$ cat config.mk
export PLATFORM = sky130hd
export DESIGN_NAME = seq_muldiv
export DESIGN_NICKNAME = d
export VERILOG_FILES = /design/src/rtl/seq_muldiv.sv
export SDC_FILE = /design/constraint.sdc
export NUM_CORES = 1
export LEC_CHECK = 0
export ABC_AREA = 1
export BUFFER_PORTS_ARGS = -buffer_cell sky130_fd_sc_hd__buf_2
export CORE_MARGIN = 2
export CORE_UTILIZATION = 45
export DETAILED_ROUTE_END_ITERATION = 10
export PLACE_DENSITY = 0.67
export REMOVE_ABC_BUFFERS = 1
export SLEW_MARGIN = 10
export SYNTH_ARGS = -nofsm -noshare
export SYNTH_HDL_FRONTEND = slang
export SYNTH_SLANG_ARGS = --single-unit
$ cat constraint.sdc
create_clock -name clk -period 3.7 [get_ports clk]
set_input_delay 0.555 -clock clk [delete_from_list [all_inputs] [get_ports clk]]
set_output_delay 0.555 -clock clk [all_outputs]
set_load 0.1 [all_outputs]
$ cat src/rtl/seq_muldiv.sv
// Sequential unsigned multiply/divide unit: shift-add multiply and restoring divide,
// one bit per clock, 2*WIDTH-bit result held until the next accepted start.
module seq_muldiv #(
   parameter int WIDTH = 16
) (
   input  logic               clk,
   input  logic               reset,
   input  logic               start,
   input  logic               op,
   input  logic [WIDTH-1:0]   R,
   input  logic [WIDTH-1:0]   S,
   output logic               busy,
   output logic               done,
   output logic               div_by_zero,
   output logic [2*WIDTH-1:0] result
);

   localparam int CW = $clog2(WIDTH);
   localparam logic [CW-1:0] LAST = CW'(WIDTH - 1);

   typedef enum logic [1:0] {
      ST_IDLE = 2'd0,
      ST_RUN  = 2'd1,
      ST_DONE = 2'd2
   } state_t;

   state_t             state;
   state_t             state_next;
   logic               busy_next;
   logic               done_next;
   logic               op_r;
   logic               dbz_pend;
   logic [CW-1:0]      cnt;
   logic [WIDTH-1:0]   opnd;
   logic [WIDTH:0]     work_hi;
   logic [WIDTH-1:0]   work_lo;
   logic [WIDTH:0]     iter_hi;
   logic [WIDTH-1:0]   iter_lo;
   logic [WIDTH:0]     sum;
   logic [WIDTH:0]     shifted;
   logic [WIDTH:0]     trial;

   // State register
   always_ff @(posedge clk or posedge reset) begin
      if (reset) begin
         state <= ST_IDLE;
      end else begin
         state <= state_next;
      end
   end

   // Next-state logic; a divide by zero takes a single pass through RUN
   always_comb begin
      state_next = state;
      case (state)
         ST_IDLE: begin
            if (start) begin
               state_next = ST_RUN;
            end else begin
               state_next = ST_IDLE;
            end
         end
         ST_RUN: begin
            if (dbz_pend || (cnt == LAST)) begin
               state_next = ST_DONE;
            end else begin
               state_next = ST_RUN;
            end
         end
         ST_DONE: state_next = ST_IDLE;
         default: state_next = ST_IDLE;
      endcase
   end

   // Output decode, registered below so busy/done align with the state they describe
   always_comb begin
      busy_next = 1'b0;
      done_next = 1'b0;
      if (state_next != ST_IDLE) begin
         busy_next = 1'b1;
      end else begin
         busy_next = 1'b0;
      end
      if (state_next == ST_DONE) begin
         done_next = 1'b1;
      end else begin
         done_next = 1'b0;
      end
   end

   // Registered status outputs
   always_ff @(posedge clk or posedge reset) begin
      if (reset) begin
         busy <= 1'b0;
         done <= 1'b0;
      end else begin
         busy <= busy_next;
         done <= done_next;
      end
   end

   // One iteration step; both algorithms leave their answer in {hi[W-1:0], lo}
   always_comb begin
      sum     = '0;
      shifted = '0;
      trial   = '0;
      iter_hi = work_hi;
      iter_lo = work_lo;
      if (op_r) begin
         shifted = {work_hi[WIDTH-1:0], work_lo[WIDTH-1]};
         trial   = shifted - {1'b0, opnd};
         if (trial[WIDTH]) begin
            iter_hi = shifted;
         end else begin
            iter_hi = trial;
         end
         iter_lo = {work_lo[WIDTH-2:0], ~trial[WIDTH]};
      end else begin
         if (work_lo[0]) begin
            sum = {1'b0, work_hi[WIDTH-1:0]} + {1'b0, opnd};
         end else begin
            sum = {1'b0, work_hi[WIDTH-1:0]};
         end
         iter_hi = {1'b0, sum[WIDTH:1]};
         iter_lo = {sum[0], work_lo[WIDTH-1:1]};
      end
   end

   // Datapath: operand capture, iteration, result commit on entry to DONE
   always_ff @(posedge clk or posedge reset) begin
      if (reset) begin
         op_r        <= 1'b0;
         dbz_pend    <= 1'b0;
         cnt         <= '0;
         opnd        <= '0;
         work_hi     <= '0;
         work_lo     <= '0;
         div_by_zero <= 1'b0;
         result      <= '0;
      end else begin
         case (state)
            ST_IDLE: begin
               if (start) begin
                  op_r        <= op;
                  dbz_pend    <= op && (S == '0);
                  cnt         <= '0;
                  opnd        <= op ? S : R;
                  work_hi     <= '0;
                  work_lo     <= op ? R : S;
                  div_by_zero <= 1'b0;
               end
            end
            ST_RUN: begin
               if (dbz_pend) begin
                  result      <= {work_lo, {WIDTH{1'b1}}};
                  div_by_zero <= 1'b1;
               end else begin
                  work_hi <= iter_hi;
                  work_lo <= iter_lo;
                  cnt     <= cnt + CW'(1);
                  if (cnt == LAST) begin
                     result <= {iter_hi[WIDTH-1:0], iter_lo};
                  end
               end
            end
            default: begin
               cnt <= cnt;
            end
         endcase
      end
   end

endmodule
==> results.yml <==
timing:
  min_period_ns: 2.64
  rsz0062_at_grt: "false"
  tightest_slew_ns: 0.858
  setup_viol: 0
  fin_crit_sh_pct: 71.5
  tns_ns: 0
  skew_ns: 0.00713
  maxSlewViolCount: 0
  fin_ws_ns: 1.06
  hold_viol_final: 0
  timing.fmax_ghz: 0.378
  maxSlewHeadroom_pct: 42.8
yosys:
  synth-xor-area-share_pct: 1.58
  synth_flop_cell: "dfrtp_1"
  syn-cell-area_mm2: 0.00666
  yosys.area_share.simple_pct: 29.5
  ys_async_sr_fraction_pct: 100
  synth_edf_count: 0
  ys_warn_count: 0
  synth-adder-area-share_pct: 6.80
  ys_ff_latch: 91
  ys_types: 41
  syn_area_per_cell_um2: 6.74
  synth_top_family_by_area: "simple AND/OR/NAND/NOR gates"
  ys_seq_area_share_pct: 34.2
  synth_cells: 988
  synth_compound_area_share_pct: 16.7
  synth_mux_area_share_pct: 0.150
setup_path:
  path_cells: "inv_1 > ha_1 > inv_1 > fa_1 > nand2_1 > nand2_1 > nand3_1 > nand2_1 > nand2_2 > nand3_1 > nand2_4 > nand2_1 > nand2_1 > nand2_1 > nand2_1 > nand2_1 > o21ai_0"
  arrival_ns: 2.89
  critPathMaxStageDelay_ns: 0.40
  end_kind: "flop"
  path_max_fanout: 17
  crit_type: "flop to flop"
  rr_startpoint: "work_lo[15]$_DFFE_PP0P_"
  ff2ff_setup_slack_ns: 1.06
  cp_data_required_time_ns: 3.95
  reg2reg_to: "work_hi[1]$_DFFE_PP0P_"
  startpoint_type: "flop"
  path_common_cell: "nand2_1"
  cp_slowest_cell: "fa_1"
  rr_worst_depth: 17
clock_network:
  cts_hold_buffers: 0
  cts-resized-gates: 0
  clock-root-buffer: "clkbuf_16"
  clk-insertion-delay-late_ns: 0.36
  post_cts_buffers: 0
  clkTransAtPathRegs_ns: 0.07
  cts.htree.levels: 3
  cts_made_buffers: 9
  cts_tree: "yes"
  clock_sinks: 91
  cts_buffer_depth: 2
finish:
  multiInputGateArea_mm2: 0.00365
  seqCellArea_mm2: 0.00228
  final_common_cell: "nand2_1"
  final_cell_mix: "nand2_1, inv_1, dfrtp_1"
  finish.net_count: 1112
  final_area_mm2: 0.00745
  synthToLayoutAreaGrowth_pct: 11.9
  fill_cells: 1533
  drive_above_1_share_pct: 11.3
floorplanning:
  start_util_pct: 46.0
  dieHeight_um: 126
  die_w_um: 126
  ioPinCount: 71
  core.rowCount: 44
  die_area_mm2: 0.0158
  design.core.area_mm2: 0.0145
detailed_routing:
  routed_wl_um: 20000
  firstDrtPassIters: 5
  via_count: 6555
  via_per_inst: 5.33
  drc: 0
  ant_nets: 0
  drt_first_iter_violations: 507
  routedWlPerCell_um: 16.2
global_routing:
  grt_max_degree: 68
  track_usage_pct: 26.0
  antenna_found_initial: 1
  grt_pass1_vias: 6252
  overflow: 0
  grt_pass1_wl_um: 32500
placement:
  postPlaceCellArea_mm2: 0.00715
  dp_hpwl_um: 15000
  portBuffers: 70
  pre_cts_ws_ns: 1.10
  gp_congestion: 0.952
outcome:
  outcome: "finished clean"
flow_run:
  max_cap_violations: 0
worst_hold_path:
  hp-class: "input pin to asynchronous set/reset pin"
-- worst max path at each step --
stage / from / endpoint / slack (ns)
6_report: work_lo[15]$_DFFE_PP0P_ / work_hi[1]$_DFFE_PP0P_ / 1.06
5_1_grt: work_lo[15]$_DFFE_PP0P_ / work_hi[1]$_DFFE_PP0P_ / 0.79
4_1_cts: work_lo[15]$_DFFE_PP0P_ / work_hi[1]$_DFFE_PP0P_ / 1.07
3_5_place_dp: work_lo[15]$_DFFE_PP0P_ / work_hi[1]$_DFFE_PP0P_ / 1.10
3_3_place_gp: work_lo[15]$_DFFE_PP0P_ / result[16]$_DFFE_PP0P_ / 1.13
2_1_floorplan: reset / busy$_DFF_PP0_ / 0.78
-- logic make-up after synthesis --
kind of cell / Yosys count
AND/OR/NAND/NOR: 472
AO/OA/AOI/OAI: 187
buffers and inverters: 190
XOR/XNOR: 12
multiplexers: 1
flip-flops: 91
adder cells (fa/ha/maj): 35
-- through the flow --
step           std cells  hold slack (ns)  utilization, %
2_1_floorplan        951            0.459               -
3_3_place_gp        1214            0.461            49.4
3_5_place_dp        1214            0.460            49.4
4_1_cts             1229            0.406            51.4
5_1_grt             1229            0.436            51.4
6_report            1230            0.356            51.5
-- sequential cells by signal, indices dropped and copies added (netlist names) --
name,flops
state,2
cnt,4
div_by_zero,1
busy,1
op_r,1
dbz_pend,1
result,32
opnd,16
work_lo,16
work_hi,16
done,1
-- routing by layer --
| metal | vias to the layer above | GRT usage (%) | share of wire, % |
|---|---|---|---|
| met2 | 227 | 41.7 | 46 |
| met4 | 0 | 8.69 | 2.4 |
| met1 | 2995 | 35.6 | 46 |
| met5 | - | 0 | 0 |
| met3 | 30 | 4.80 | 6.2 |
| li1 | 3303 | - | - |
-- critical path: cells and delay by family, from the launching register on --
| family | cells | cell delay [ns] |
|---|---|---|
| and+or+nand+nor | 12 | 1.17 |
| adders and majority gates | 2 | 0.61 |
| DFF | 1 | 0.38 |
| buffers and inverters | 2 | 0.28 |
| AOI/OAI and AO/OA | 1 | 0.09 |
-- cell usage after synthesis, types with 6 or more instances --
cell | n | share of area [%]
dfrtp_1 | 91 | 34
a21oi_1 | 51 | 3.8
o21ai_0 | 68 | 5.1
inv_1 | 148 | 8.3
buf_1 | 6 | 0.34
xor2_1 | 8 | 1.1
o211ai_1 | 41 | 4.6
nor2_1 | 40 | 2.3
nand3_1 | 55 | 4.1
o221ai_1 | 13 | 1.7
nand4_1 | 7 | 0.66
nand2_1 | 340 | 19
clkbuf_1 | 24 | 1.4
ha_1 | 33 | 6.2
-- final cells by class --
class / count / area share, %
diodes: 1 / 0.0336
clock buffers: 10 / 3.21
clock inverters: 5 / 0.806
inverters: 153 / 7.74
multi-input cells: 707 / 48.9
flip-flops and latches: 91 / 30.6
well taps: 184 / 3.09
repair buffers: 79 / 5.61
Power is not shown: default switching activity piles up to over one toggle a cycle in this logic, so the estimate is an artifact.
